==> src/rtl/pipeline_fg_scale_pkg.sv <==
// ============================================================================
// Module      : pipeline_fg_scale_pkg
// Description : Shared types and fixed-point step constants for the
//               foreground scaling pipeline.
// Revision    : 1.0 - initial release
// ============================================================================
`default_nettype none

package pipeline_fg_scale_pkg;

    typedef enum logic [1:0] {
        MODE_FULL    = 2'd0,
        MODE_HALF    = 2'd1,
        MODE_QUARTER = 2'd2,
        MODE_CUSTOM  = 2'd3
    } fg_mode_e;

    localparam int c_frac_bits_default = 8;

    // Fixed-point steps expressed at the default fractional precision
    localparam int c_step_1p0 = 1 << c_frac_bits_default;
    localparam int c_step_2p0 = 2 << c_frac_bits_default;
    localparam int c_step_4p0 = 4 << c_frac_bits_default;

    // Re-expresses a default-precision step at another fractional precision
    function automatic int scale_step(input int step_default, input int frac_bits);
        if (frac_bits >= c_frac_bits_default)
            return step_default << (frac_bits - c_frac_bits_default);
        else
            return step_default >> (c_frac_bits_default - frac_bits);
    endfunction

endpackage

`default_nettype wire

==> src/rtl/pipeline_fg_scale_axis.sv <==
// ============================================================================
// Module      : pipeline_fg_scale_axis
// Description : One axis of one layer: subtract offset (stage 1), multiply by
//               step and shift (stage 2), flag range of the full product.
// Revision    : 1.0 - initial release
// ============================================================================
`default_nettype none

module pipeline_fg_scale_axis #(
    parameter int PRECISION  = 11,
    parameter int FRAC_BITS  = 8,
    parameter int RESOLUTION = 1920
) (
    input  logic                           clk,
    input  logic                           rst,
    input  logic                           i_advance,
    input  logic [PRECISION-1:0]           i_pixel,
    input  logic signed [PRECISION:0]      i_offset,
    input  logic [PRECISION+FRAC_BITS-1:0] i_step,
    output logic signed [PRECISION:0]      o_coord,
    output logic                           o_in_range
);

    localparam int DW = PRECISION + 2;
    localparam int SW = PRECISION + FRAC_BITS;
    localparam int PW = DW + SW + 1;
    localparam logic signed [PW-1:0] c_res = PW'(RESOLUTION);

    logic signed [DW-1:0] w_diff;
    logic signed [PW-1:0] w_prod;
    logic signed [DW-1:0] r_diff;
    logic [SW-1:0]        r_step;
    logic signed [PW-1:0] r_scaled;

    assign w_diff = $signed({2'b00, i_pixel}) - DW'(i_offset);
    // Step is zero-extended so the multiply stays signed
    assign w_prod = PW'(r_diff) * PW'($signed({1'b0, r_step}));

    always_ff @(posedge clk) begin
        if (rst) begin
            r_diff   <= '0;
            r_step   <= '0;
            r_scaled <= '0;
        end else if (i_advance) begin
            r_diff   <= w_diff;
            r_step   <= i_step;
            r_scaled <= w_prod >>> FRAC_BITS;
        end
    end

    assign o_in_range = !r_scaled[PW-1] && (r_scaled < c_res);
    assign o_coord    = r_scaled[PRECISION:0];

endmodule

`default_nettype wire

==> src/rtl/pipeline_fg_scale_layers.sv <==
// ============================================================================
// Module      : pipeline_fg_scale_layers
// Description : Multi-layer foreground coordinate scaler, 3-stage pipeline
//               with shadow/active configuration committed on frame_start.
//               Option macro: FG_SCALE_CUSTOM_STEP_EN (custom step mode).
// Revision    : 1.0 - initial release
// ============================================================================
`default_nettype none

module pipeline_fg_scale_layers
    import pipeline_fg_scale_pkg::*;
#(
    parameter int RESOLUTION_X = 1920,
    parameter int RESOLUTION_Y = 1080,
    parameter int PRECISION    = 11,
    parameter int LAYERS       = 2,
    parameter int FRAC_BITS    = c_frac_bits_default
) (
    input  logic                              clk,
    input  logic                              rst,
    input  logic                              output_enable,
    input  logic                              frame_start,
    input  logic                              pixel_valid,
    input  logic [PRECISION-1:0]              pixel_x,
    input  logic [PRECISION-1:0]              pixel_y,
    input  logic                              cfg_we,
    input  logic [$clog2(LAYERS)-1:0]         cfg_layer,
    input  logic                              cfg_enable,
    input  logic [1:0]                        cfg_mode,
    input  logic [PRECISION+FRAC_BITS-1:0]    cfg_step_x,
    input  logic [PRECISION+FRAC_BITS-1:0]    cfg_step_y,
    input  logic signed [PRECISION:0]         cfg_offset_x,
    input  logic signed [PRECISION:0]         cfg_offset_y,
    output logic                              out_valid,
    output logic [LAYERS*(PRECISION+1)-1:0]   fg_pixel_x,
    output logic [LAYERS*(PRECISION+1)-1:0]   fg_pixel_y,
    output logic [LAYERS-1:0]                 fg_active,
    output logic                              any_active,
    output logic [$clog2(LAYERS)-1:0]         top_layer
);

    localparam int LW = $clog2(LAYERS);
    localparam int OW = PRECISION + 1;
    localparam int SW = PRECISION + FRAC_BITS;
    localparam logic [SW-1:0] c_step_one  = SW'(scale_step(c_step_1p0, FRAC_BITS));
    localparam logic [SW-1:0] c_step_two  = SW'(scale_step(c_step_2p0, FRAC_BITS));
    localparam logic [SW-1:0] c_step_four = SW'(scale_step(c_step_4p0, FRAC_BITS));

    logic [LAYERS-1:0]    r_shd_en;
    logic [LAYERS-1:0]    r_act_en;
    fg_mode_e             r_shd_mode  [LAYERS];
    fg_mode_e             r_act_mode  [LAYERS];
    logic signed [OW-1:0] r_shd_off_x [LAYERS];
    logic signed [OW-1:0] r_shd_off_y [LAYERS];
    logic signed [OW-1:0] r_act_off_x [LAYERS];
    logic signed [OW-1:0] r_act_off_y [LAYERS];
`ifdef FG_SCALE_CUSTOM_STEP_EN
    logic [SW-1:0]        r_shd_step_x [LAYERS];
    logic [SW-1:0]        r_shd_step_y [LAYERS];
    logic [SW-1:0]        r_act_step_x [LAYERS];
    logic [SW-1:0]        r_act_step_y [LAYERS];
`else
    logic                 w_unused_step;
    assign w_unused_step = ^{cfg_step_x, cfg_step_y};
`endif

    logic [SW-1:0]               w_step_x [LAYERS];
    logic [SW-1:0]               w_step_y [LAYERS];
    logic [LAYERS-1:0][OW-1:0]   w_coord_x;
    logic [LAYERS-1:0][OW-1:0]   w_coord_y;
    logic [LAYERS-1:0]           w_in_x;
    logic [LAYERS-1:0]           w_in_y;
    logic [LAYERS-1:0]           w_hit;
    logic [LW-1:0]               w_top;

    logic                        r_s1_valid;
    logic                        r_s2_valid;
    logic [LAYERS-1:0]           r_s1_en;
    logic [LAYERS-1:0]           r_s2_en;
    logic [LAYERS-1:0][OW-1:0]   r_fg_x;
    logic [LAYERS-1:0][OW-1:0]   r_fg_y;
    logic [LAYERS-1:0]           r_active;
    logic [LW-1:0]               r_top;
    logic                        r_out_valid;

    // Commit samples the shadow before this cycle's write lands
    always_ff @(posedge clk) begin
        if (rst) begin
            r_shd_en <= '0;
            r_act_en <= '0;
            for (int n = 0; n < LAYERS; n++) begin
                r_shd_mode[n]  <= MODE_FULL;
                r_act_mode[n]  <= MODE_FULL;
                r_shd_off_x[n] <= '0;
                r_shd_off_y[n] <= '0;
                r_act_off_x[n] <= '0;
                r_act_off_y[n] <= '0;
`ifdef FG_SCALE_CUSTOM_STEP_EN
                r_shd_step_x[n] <= c_step_one;
                r_shd_step_y[n] <= c_step_one;
                r_act_step_x[n] <= c_step_one;
                r_act_step_y[n] <= c_step_one;
`endif
            end
        end else begin
            if (frame_start) begin
                r_act_en <= r_shd_en;
                for (int n = 0; n < LAYERS; n++) begin
                    r_act_mode[n]  <= r_shd_mode[n];
                    r_act_off_x[n] <= r_shd_off_x[n];
                    r_act_off_y[n] <= r_shd_off_y[n];
`ifdef FG_SCALE_CUSTOM_STEP_EN
                    r_act_step_x[n] <= r_shd_step_x[n];
                    r_act_step_y[n] <= r_shd_step_y[n];
`endif
                end
            end
            if (cfg_we && (int'(cfg_layer) < LAYERS)) begin
                r_shd_en[cfg_layer]    <= cfg_enable;
                r_shd_mode[cfg_layer]  <= fg_mode_e'(cfg_mode);
                r_shd_off_x[cfg_layer] <= cfg_offset_x;
                r_shd_off_y[cfg_layer] <= cfg_offset_y;
`ifdef FG_SCALE_CUSTOM_STEP_EN
                r_shd_step_x[cfg_layer] <= cfg_step_x;
                r_shd_step_y[cfg_layer] <= cfg_step_y;
`endif
            end
        end
    end

    always_comb begin
        for (int n = 0; n < LAYERS; n++) begin
            w_step_x[n] = c_step_one;
            w_step_y[n] = c_step_one;
            case (r_act_mode[n])
                MODE_HALF: begin
                    w_step_x[n] = c_step_two;
                    w_step_y[n] = c_step_two;
                end
                MODE_QUARTER: begin
                    w_step_x[n] = c_step_four;
                    w_step_y[n] = c_step_four;
                end
`ifdef FG_SCALE_CUSTOM_STEP_EN
                MODE_CUSTOM: begin
                    w_step_x[n] = r_act_step_x[n];
                    w_step_y[n] = r_act_step_y[n];
                end
`endif
                default: ;
            endcase
        end
    end

    // Offset and step are captured at stage-1 entry, so a commit never
    // alters pixels already in flight
    for (genvar n = 0; n < LAYERS; n++) begin : g_layer
        pipeline_fg_scale_axis #(
            .PRECISION  (PRECISION),
            .FRAC_BITS  (FRAC_BITS),
            .RESOLUTION (RESOLUTION_X)
        ) u_axis_x (
            .clk        (clk),
            .rst        (rst),
            .i_advance  (output_enable),
            .i_pixel    (pixel_x),
            .i_offset   (r_act_off_x[n]),
            .i_step     (w_step_x[n]),
            .o_coord    (w_coord_x[n]),
            .o_in_range (w_in_x[n])
        );

        pipeline_fg_scale_axis #(
            .PRECISION  (PRECISION),
            .FRAC_BITS  (FRAC_BITS),
            .RESOLUTION (RESOLUTION_Y)
        ) u_axis_y (
            .clk        (clk),
            .rst        (rst),
            .i_advance  (output_enable),
            .i_pixel    (pixel_y),
            .i_offset   (r_act_off_y[n]),
            .i_step     (w_step_y[n]),
            .o_coord    (w_coord_y[n]),
            .o_in_range (w_in_y[n])
        );
    end

    assign w_hit = {LAYERS{r_s2_valid}} & r_s2_en & w_in_x & w_in_y;

    always_comb begin
        w_top = '0;
        for (int n = 0; n < LAYERS; n++) begin
            if (w_hit[n]) w_top = LW'(n);
        end
    end

    always_ff @(posedge clk) begin
        if (rst) begin
            r_s1_valid  <= 1'b0;
            r_s2_valid  <= 1'b0;
            r_s1_en     <= '0;
            r_s2_en     <= '0;
            r_fg_x      <= '0;
            r_fg_y      <= '0;
            r_active    <= '0;
            r_top       <= '0;
            r_out_valid <= 1'b0;
        end else if (output_enable) begin
            r_s1_valid  <= pixel_valid;
            r_s2_valid  <= r_s1_valid;
            r_s1_en     <= r_act_en;
            r_s2_en     <= r_s1_en;
            r_fg_x      <= w_coord_x;
            r_fg_y      <= w_coord_y;
            r_active    <= w_hit;
            r_top       <= w_top;
            r_out_valid <= r_s2_valid;
        end
    end

    assign out_valid  = r_out_valid;
    assign fg_pixel_x = r_fg_x;
    assign fg_pixel_y = r_fg_y;
    assign fg_active  = r_active;
    assign any_active = |r_active;
    assign top_layer  = r_top;

endmodule

`default_nettype wire

==> config.mk <==
export PLATFORM = sky130hd
export DESIGN_NAME = pipeline_fg_scale_layers
export DESIGN_NICKNAME = d
export VERILOG_FILES = /design/src/rtl/pipeline_fg_scale_pkg.sv /design/src/rtl/pipeline_fg_scale_axis.sv /design/src/rtl/pipeline_fg_scale_layers.sv
export SDC_FILE = /design/constraint.sdc
export NUM_CORES = 1
export LEC_CHECK = 0
export BUFFER_PORTS_ARGS = -buffer_cell sky130_fd_sc_hd__buf_2
export CAP_MARGIN = 10
export CORE_UTILIZATION = 35
export CTS_BUF_LIST = sky130_fd_sc_hd__clkbuf_16
export DETAILED_ROUTE_END_ITERATION = 7
export PLACE_DENSITY = 0.61
export SETUP_SLACK_MARGIN = 0.02
export SLEW_MARGIN = 10
export SYNTH_ARGS = -nofsm -noshare
export SYNTH_HDL_FRONTEND = slang
export SYNTH_SLANG_ARGS = --single-unit
==> constraint.sdc <==
create_clock -name clk -period 6.74 [get_ports clk]
set_clock_uncertainty 0.2 [all_clocks]
set_input_delay 0.337 -clock clk [delete_from_list [all_inputs] [get_ports clk]]
set_output_delay 0.337 -clock clk [all_outputs]
set_load 0.05 [all_outputs]
==> results of run 1 <==
-- logic make-up after synthesis --
logic type | Yosys count | share of synthesized area, %
buf+inv | 371 | 6.42
flops | 323 | 32.4
xor+xnor | 66 | 2.49
simple gates | 737 | 16.1
mux | 111 | 4.80
fa+ha+maj | 472 | 28.1
compound gates | 346 | 9.69
-- cells in the final DEF, fill, tap and decap left out, types with 12 or more instances in the layout --
| master | instances |
|---|---|
| sky130_fd_sc_hd__a211oi_1 | 29 |
| sky130_fd_sc_hd__a21o_1 | 33 |
| sky130_fd_sc_hd__a21oi_1 | 91 |
| sky130_fd_sc_hd__and2_1 | 203 |
| sky130_fd_sc_hd__buf_2 | 106 |
| sky130_fd_sc_hd__buf_4 | 21 |
| sky130_fd_sc_hd__clkbuf_16 | 41 |
| sky130_fd_sc_hd__dfxtp_1 | 219 |
| sky130_fd_sc_hd__dlygate4sd3_1 | 33 |
| sky130_fd_sc_hd__edfxtp_1 | 104 |
| sky130_fd_sc_hd__fa_1 | 80 |
| sky130_fd_sc_hd__ha_1 | 392 |
| sky130_fd_sc_hd__inv_1 | 288 |
| sky130_fd_sc_hd__mux2i_1 | 110 |
| sky130_fd_sc_hd__nand2_1 | 165 |
| sky130_fd_sc_hd__nand2b_1 | 19 |
| sky130_fd_sc_hd__nand3_1 | 23 |
| sky130_fd_sc_hd__nor2_1 | 191 |
| sky130_fd_sc_hd__nor2b_1 | 27 |
| sky130_fd_sc_hd__nor3_1 | 32 |
| sky130_fd_sc_hd__nor3b_1 | 15 |
| sky130_fd_sc_hd__nor4_1 | 12 |
| sky130_fd_sc_hd__o21a_1 | 18 |
| sky130_fd_sc_hd__o21ai_0 | 85 |
| sky130_fd_sc_hd__xnor2_1 | 42 |
| sky130_fd_sc_hd__xor2_1 | 24 |
-- through the flow --
stage / cell area, um2 / instances / setup WS [ns] / hold slack (ns)
2_1_floorplan: 23200 / 2426 / 1.36 / 0.225
3_3_place_gp: 24500 / 3319 / 0.996 / 0.238
3_5_place_dp: 24500 / 3319 / 0.919 / 0.243
4_1_cts: 26200 / 3426 / 0.841 / 0.0577
5_1_grt: 26200 / 3426 / 0.509 / 0.0887
6_report: 26200 / 3426 / 0.870 / 0.0780
-- what timing repair did --
item / in CTS / in global routing
hold buffers: 33 / 0
endpoints found under the hold margin: 94 / 0
gates resized for setup: 0 / 0
-- flip-flops by register name, indices dropped and copies added, names as in the netlist, 3 cells and up --
signal and count:
g_layer.u_axis_y.r_scaled 50, r_act_off_y 24, g_layer.u_axis_y.r_step 3, r_act_mode 4, r_shd_off_x 24, g_layer.u_axis_x.r_step 3
g_layer.u_axis_y.r_diff 26, fg_pixel_x 24, fg_pixel_y 24, g_layer.u_axis_x.r_diff 26, r_act_off_x 24, g_layer.u_axis_x.r_scaled 50
r_shd_mode 4, r_shd_off_y 24
-- power groups by stage --
stage               Combinational [W]  Sequential, W  Clock [W]
floorplan                    0.000639        0.00225          0
global placement             0.000858        0.00227          0
detailed placement           0.000878        0.00227          0
CTS                          0.000901        0.00223    0.00216
global route                  0.00101        0.00225    0.00223
finish                       0.000892        0.00223    0.00209
-- area by class of cell --
class                      count  area (um2)
inverter                     280        1050
multi-input combinational   1732       14200
tap                          855        1070
clock inverter                33         262
fill                        6420       38800
timing repair buffer         162        1040
sequential                   323        7510
clock buffer                  41        1030
-- path summary, 6_finish.rpt --
path                                                 start                                            end  slack, ns
max             g_layer[1].u_axis_x.r_step[8]$_SDFFE_PP0P_  g_layer[1].u_axis_x.r_scaled[20]$_SDFFE_PP0P_       0.87
min                                            pixel_x[10]    g_layer[1].u_axis_x.r_diff[12]$_SDFFE_PP0P_       0.08
max reg2reg     g_layer[1].u_axis_x.r_step[8]$_SDFFE_PP0P_  g_layer[1].u_axis_x.r_scaled[20]$_SDFFE_PP0P_       0.87
min reg2reg  g_layer[0].u_axis_x.r_scaled[15]$_SDFFE_PP0P_  g_layer[0].u_axis_x.r_scaled[15]$_SDFFE_PP0P_       0.25
-- routing by layer --
layer / vias up / wire (um) / GRT usage, %
li1: 8480 / - / -
met1: 7960 / 25700 / 21.5
met2: 343 / 22500 / 24.5
met3: 73 / 2350 / 2.15
met4: 4 / 1270 / 4.87
met5: - / 20 / 0
-- critical path: stages (launching register included) --
cell and delay, ns:
sky130_fd_sc_hd__dfxtp_1 0.77, sky130_fd_sc_hd__nand2_1 0.17, sky130_fd_sc_hd__fa_1 0.57, sky130_fd_sc_hd__inv_1 0.04, sky130_fd_sc_hd__ha_1 0.28, sky130_fd_sc_hd__fa_1 0.53
sky130_fd_sc_hd__inv_1 0.06, sky130_fd_sc_hd__fa_1 0.52, sky130_fd_sc_hd__inv_1 0.04, sky130_fd_sc_hd__ha_1 0.28, sky130_fd_sc_hd__ha_1 0.29, sky130_fd_sc_hd__ha_1 0.35
sky130_fd_sc_hd__o211ai_1 0.13, sky130_fd_sc_hd__o21ai_1 0.32, sky130_fd_sc_hd__o2111ai_1 0.24, sky130_fd_sc_hd__o211ai_1 0.41, sky130_fd_sc_hd__a21oi_1 0.19, sky130_fd_sc_hd__a311o_1 0.34
==> results.toml, run 1 <==
[logic_synthesis]
synth_largest_area_cell = "sky130_fd_sc_hd__ha_1"
post_synth_inst_count = 2426
synth.top_cells.by_count = "sky130_fd_sc_hd__ha_1, sky130_fd_sc_hd__inv_1, sky130_fd_sc_hd__dfxtp_1"
synth_sequential_area_ratio_pct = 32.4
synth-async-reset-ratio_pct = 0
postSynthNetCount = 2992
synthTopCellsByArea = "sky130_fd_sc_hd__ha_1, sky130_fd_sc_hd__dfxtp_1, sky130_fd_sc_hd__edfxtp_1, sky130_fd_sc_hd__fa_1, sky130_fd_sc_hd__and2_1"
ys_ff_latch = 323
syn_area_per_cell_um2 = 9.56
synth_most_common_cell = "sky130_fd_sc_hd__ha_1"
post_synth_num_cell_types = 71
synth_warnings = 0
synth_edf_count = 104
synth_flop_cell = "sky130_fd_sc_hd__dfxtp_1"
netlist_area_mm2 = 0.0232
synthDominantCellAreaShare_pct = 21.2

[final_layout]
final_core_utilization_pct = 40.3
num-nets-final = 3105
count_of_inserted_antenna_diode_cells = 0
area.growth.synth_to_final_pct = 12.8
post_route_cells_drive_above_1_share_pct = 8.32

[floorplan]
fp.dieH_um = 259
rows = 93
fp.dieArea_mm2 = 0.0673
die_x_um = 259
start_util_pct = 35.7
core_area_mm2 = 0.0649
io_pins = 147

[status]
run_status = "finished, final reports clean"

[timing]
timing.final.crit_period_ns = 5.87
report.final.hold_viol_count = 0
drv_slew = 0
rsz0062_at_grt = "no"
achievable_frequency_ghz = 0.170
timing_worst_slew_pin_value_ns = 1.14
maxSlewHeadroom_pct = 23.9
fin_tns_setup_ns = 0
final.period_utilization_pct = 87.1
timing.final.setup_violations = 0

[pwr]
seqPwrFrac_pct = 42.8
post-layout-total-power_w = 0.00522
comb_power_share_pct = 17.1
vdd_drop_max_mv = 0.162
total_switching_power_w = 0.00152
switching_share_pct = 29.1
power-per-cell-area_mw_per_mm2 = 199
power.internal_w = 0.00370
power.share.clock_pct = 40.1
static-leakage-power_nw = 13.0

[min_path]
min_delay_path_depth = 4
hp-class = "primary input to flop"

[detailed_routing]
detail_route.first_pass.iterations = 5
vias = 16900
drt_iter0_drc = 882
antenna_violating_nets_post_route = 0
wl_per_cell_um = 15.1
route.final.wire_length_mm = 51.8
remaining_drc_errors = 0
number_of_vias_per_cell_after_detailed_routing = 4.92

[setup_path]
cp-start-kind = "flop"
cp.required_ns = 6.98
crit_fanout = 19
r2r_cells = 17
worstPathArrival_ns = 6.11
critical_path.endpoint_type = "flop"
timing_worst_setup_path_type = "flop to flop"

[global_route]
gr-usage-all-layers_pct = 15.4
first_pass_grt_wire_length_mm = 84.3
grt_pass1_vias = 16600
grt_max_degree = 78
grt_overflow = 0
antenna_found_initial = 3

[clock_tree]
cts-buffers-inserted = 40
cts.repair_timing.setup_buffer_count = 0
clockRootBuffer = "sky130_fd_sc_hd__clkbuf_16"
clkSinkCount = 323
tritoncts = "yes"
clkTransAtPathRegs_ns = 0.06
cts-root-to-sink-buffers = 3
worst_skew_pair.late_latency_ns = 0.58
clock_tree.htree_level_count = 2

[place]
gp_congestion = 0.852
dpl.hpwl_mm = 39.4
port_buffers = 108

[flow_run]
drv_cap = 0
(Power assumes the default switching activity.)
==> inputs of run 2 (changes only) <==
Settings changed: GPL_TIMING_DRIVEN set to 0.
==> run 2 against run 1 <==
Setup slack got worse by 0.45 ns. Die area did not move. Highest routed layer unchanged. Utilization rose by 0.45 points. Worst hold slack improved by 0.019 ns. Critical path depth rose by 3.
==> results.toml, run 2 (synthesis gave the netlist of run 1 again) <==
[final_layout]
num-nets-final = 3173
layout.cells.most_common = "sky130_fd_sc_hd__ha_1"
post_route_cells_drive_above_1_share_pct = 7.89
finalNonFillerCells = 3492
area.growth.synth_to_final_pct = 14.1
count_of_inserted_antenna_diode_cells = 0
layout.cells.most_common_list = "sky130_fd_sc_hd__ha_1, sky130_fd_sc_hd__inv_1, sky130_fd_sc_hd__dfxtp_1"
leading_registers_by_flop_count = "g_layer.u_axis_x.r_scaled x50, g_layer.u_axis_y.r_scaled x50"

[status]
run_status = "finished, final reports clean"

[detailed_routing]
route.final.wire_length_mm = 64.7
number_of_vias_per_cell_after_detailed_routing = 5.07
antenna_violating_nets_post_route = 0
drt_iter0_drc = 1253
remaining_drc_errors = 0
wl_per_cell_um = 18.5
vias = 17700
detail_route.first_pass.iterations = 5

[floorplan]
fp.dieArea_mm2 = 0.0673
core_area_mm2 = 0.0649
rows = 93
io_pins = 147
fp.dieH_um = 259
start_util_pct = 35.7
die_x_um = 259

[timing]
timing.final.setup_violations = 0
timing.final.crit_period_ns = 6.32
rsz0062_at_grt = "no"
maxSlewHeadroom_pct = 16.1
fin_tns_setup_ns = 0
timing_worst_slew_pin_value_ns = 1.25
achievable_frequency_ghz = 0.158
final.period_utilization_pct = 93.8
hold_ws_ns = 0.0967
drv_slew = 0
post-route-worst-setup-slack_ns = 0.418
report.final.hold_viol_count = 0

[pwr]
power.share.clock_pct = 41.0
post-layout-total-power_w = 0.00543
power-per-cell-area_mw_per_mm2 = 205
switching_share_pct = 29.5
static-leakage-power_nw = 13.0
comb_power_share_pct = 17.6
power.internal_w = 0.00383
vdd_drop_max_mv = 0.171
total_switching_power_w = 0.00160
seqPwrFrac_pct = 41.3

[place]
detailedPlace.worstSlack_ns = 0.275
place_inst = 3389
port_buffers = 107
gp_congestion = 0.900
dpl.hpwl_mm = 51.1

[setup_path]
path_delay_family = "adder cells"
cp-start-kind = "flop"
timing_worst_setup_path_type = "flop to flop"
critPathMaxStageDelay_ns = 0.55
critical_path.endpoint_type = "flop"
crit_slowest_cell = "sky130_fd_sc_hd__fa_1"
cp.required_ns = 7.00
crit_fanout = 10
crit_chain = "clkbuf_1 -> clkbuf_1 -> nand2_1 -> fa_1 -> inv_1 -> ha_1 -> ha_1 -> inv_1 -> fa_1 -> inv_1 -> fa_1 -> ha_1 -> inv_1 -> fa_1 -> nor2b_1 -> o31a_1 -> o21ai_0 -> o21ai_1 -> mux2i_1 -> nand2_1"
worstPathArrival_ns = 6.58
path_buf_inv = 6

[global_route]
first_pass_grt_wire_length_mm = 99.5
antenna_found_initial = 4
gr-usage-all-layers_pct = 19.2
grt_max_degree = 53
grt_overflow = 0
grt_pass1_vias = 17300

[clock_tree]
clkTransAtPathRegs_ns = 0.06
cts-root-to-sink-buffers = 3
worst_skew_pair.late_latency_ns = 0.59
tritoncts = "yes"
clkSinkCount = 323
clockRootBuffer = "sky130_fd_sc_hd__clkbuf_16"
clock_tree.htree_level_count = 2
cts.repair_timing.setup_buffer_count = 0
cts-buffers-inserted = 40

[flow_run]
drv_cap = 0

[min_path]
hp-class = "primary input to flop"
run 2: cell count changes in the layout (fill, tap and decap cells not counted), moves of 3 or more:
cell / before / now
sky130_fd_sc_hd__clkbuf_1: 0 / 66
sky130_fd_sc_hd__buf_4: 21 / 2
sky130_fd_sc_hd__buf_2: 106 / 118
sky130_fd_sc_hd__clkinv_1: 3 / 9
sky130_fd_sc_hd__inv_1: 288 / 283
sky130_fd_sc_hd__bufinv_16: 2 / 6
sky130_fd_sc_hd__inv_6: 4 / 0
sky130_fd_sc_hd__buf_1: 0 / 3
sky130_fd_sc_hd__clkbuf_8: 1 / 4
sky130_fd_sc_hd__inv_2: 3 / 0
run 2: layout make-up:
cell class | instances | area (um2)
clock buffer | 40 | 1000
clock inverter | 32 | 347
timing repair buffer | 139 | 851
buffer | 91 | 438
sequential | 323 | 7510
tap | 855 | 1070
fill | 6405 | 38500
inverter | 280 | 1050
multi-input combinational | 1732 | 14200
run 2: layer usage:
layer  wire length, um  part of all wire [%]  GRT usage [%]  vias to the layer above
met2             28500                    44           30.6                      488
met1             30600                    47           26.3                     8503
met5                22                 0.034              0                        -
met4              2130                   3.3           6.91                        4
li1                  -                     -              -                     8604
met3              3470                   5.4           2.66                       97
run 2: worst min-delay path, stage by stage:
cell and delay, ns:
sky130_fd_sc_hd__buf_2 0.12, sky130_fd_sc_hd__inv_1 0.13, sky130_fd_sc_hd__fa_1 0.18, sky130_fd_sc_hd__a211oi_1 0.06
run 2: final timing paths:
path / cells past startpoint / to / from / slack (ns)
worst max-delay path: 20 / g_layer[0].u_axis_y.r_scaled[21]$_SDFFE_PP0P_ / g_layer[0].u_axis_y.r_step[8]$_SDFFE_PP0P_ / 0.42
worst max register to register: 20 / g_layer[0].u_axis_y.r_scaled[21]$_SDFFE_PP0P_ / g_layer[0].u_axis_y.r_step[8]$_SDFFE_PP0P_ / 0.42
worst min-delay path: 4 / g_layer[1].u_axis_x.r_diff[1]$_SDFFE_PP0P_ / pixel_x[1] / 0.1
worst min register to register: 2 / g_layer[0].u_axis_x.r_scaled[15]$_SDFFE_PP0P_ / g_layer[0].u_axis_x.r_scaled[15]$_SDFFE_PP0P_ / 0.26
run 2: stage by stage:
| stage | utilization (%) | area [um2] |
|---|---|---|
| after floorplan | - | 23200 |
| after global placement | 38.2 | 24800 |
| after detailed placement | 38.2 | 24800 |
| after CTS | 40.7 | 26500 |
| after global routing | 40.7 | 26500 |
| final | 40.7 | 26500 |
run 2: power by group through the flow:
stage	clock network, W	registers [W]	logic (W)
detailed placement	0	0.00229	0.000934
finish	0.00223	0.00225	0.000957
global placement	0	0.00228	0.000917
floorplan	0	0.00225	0.000639
CTS	0.00227	0.00224	0.000957
global route	0.00234	0.00226	0.00106
run 2: repair_timing:
| action | in CTS | in global routing |
|---|---|---|
| resized for setup | 0 | 3 |
| hold buffers | 31 | 0 |
| endpoints found under the hold margin | 58 | 0 |
| endpoints found under the setup margin | 0 | 4 |
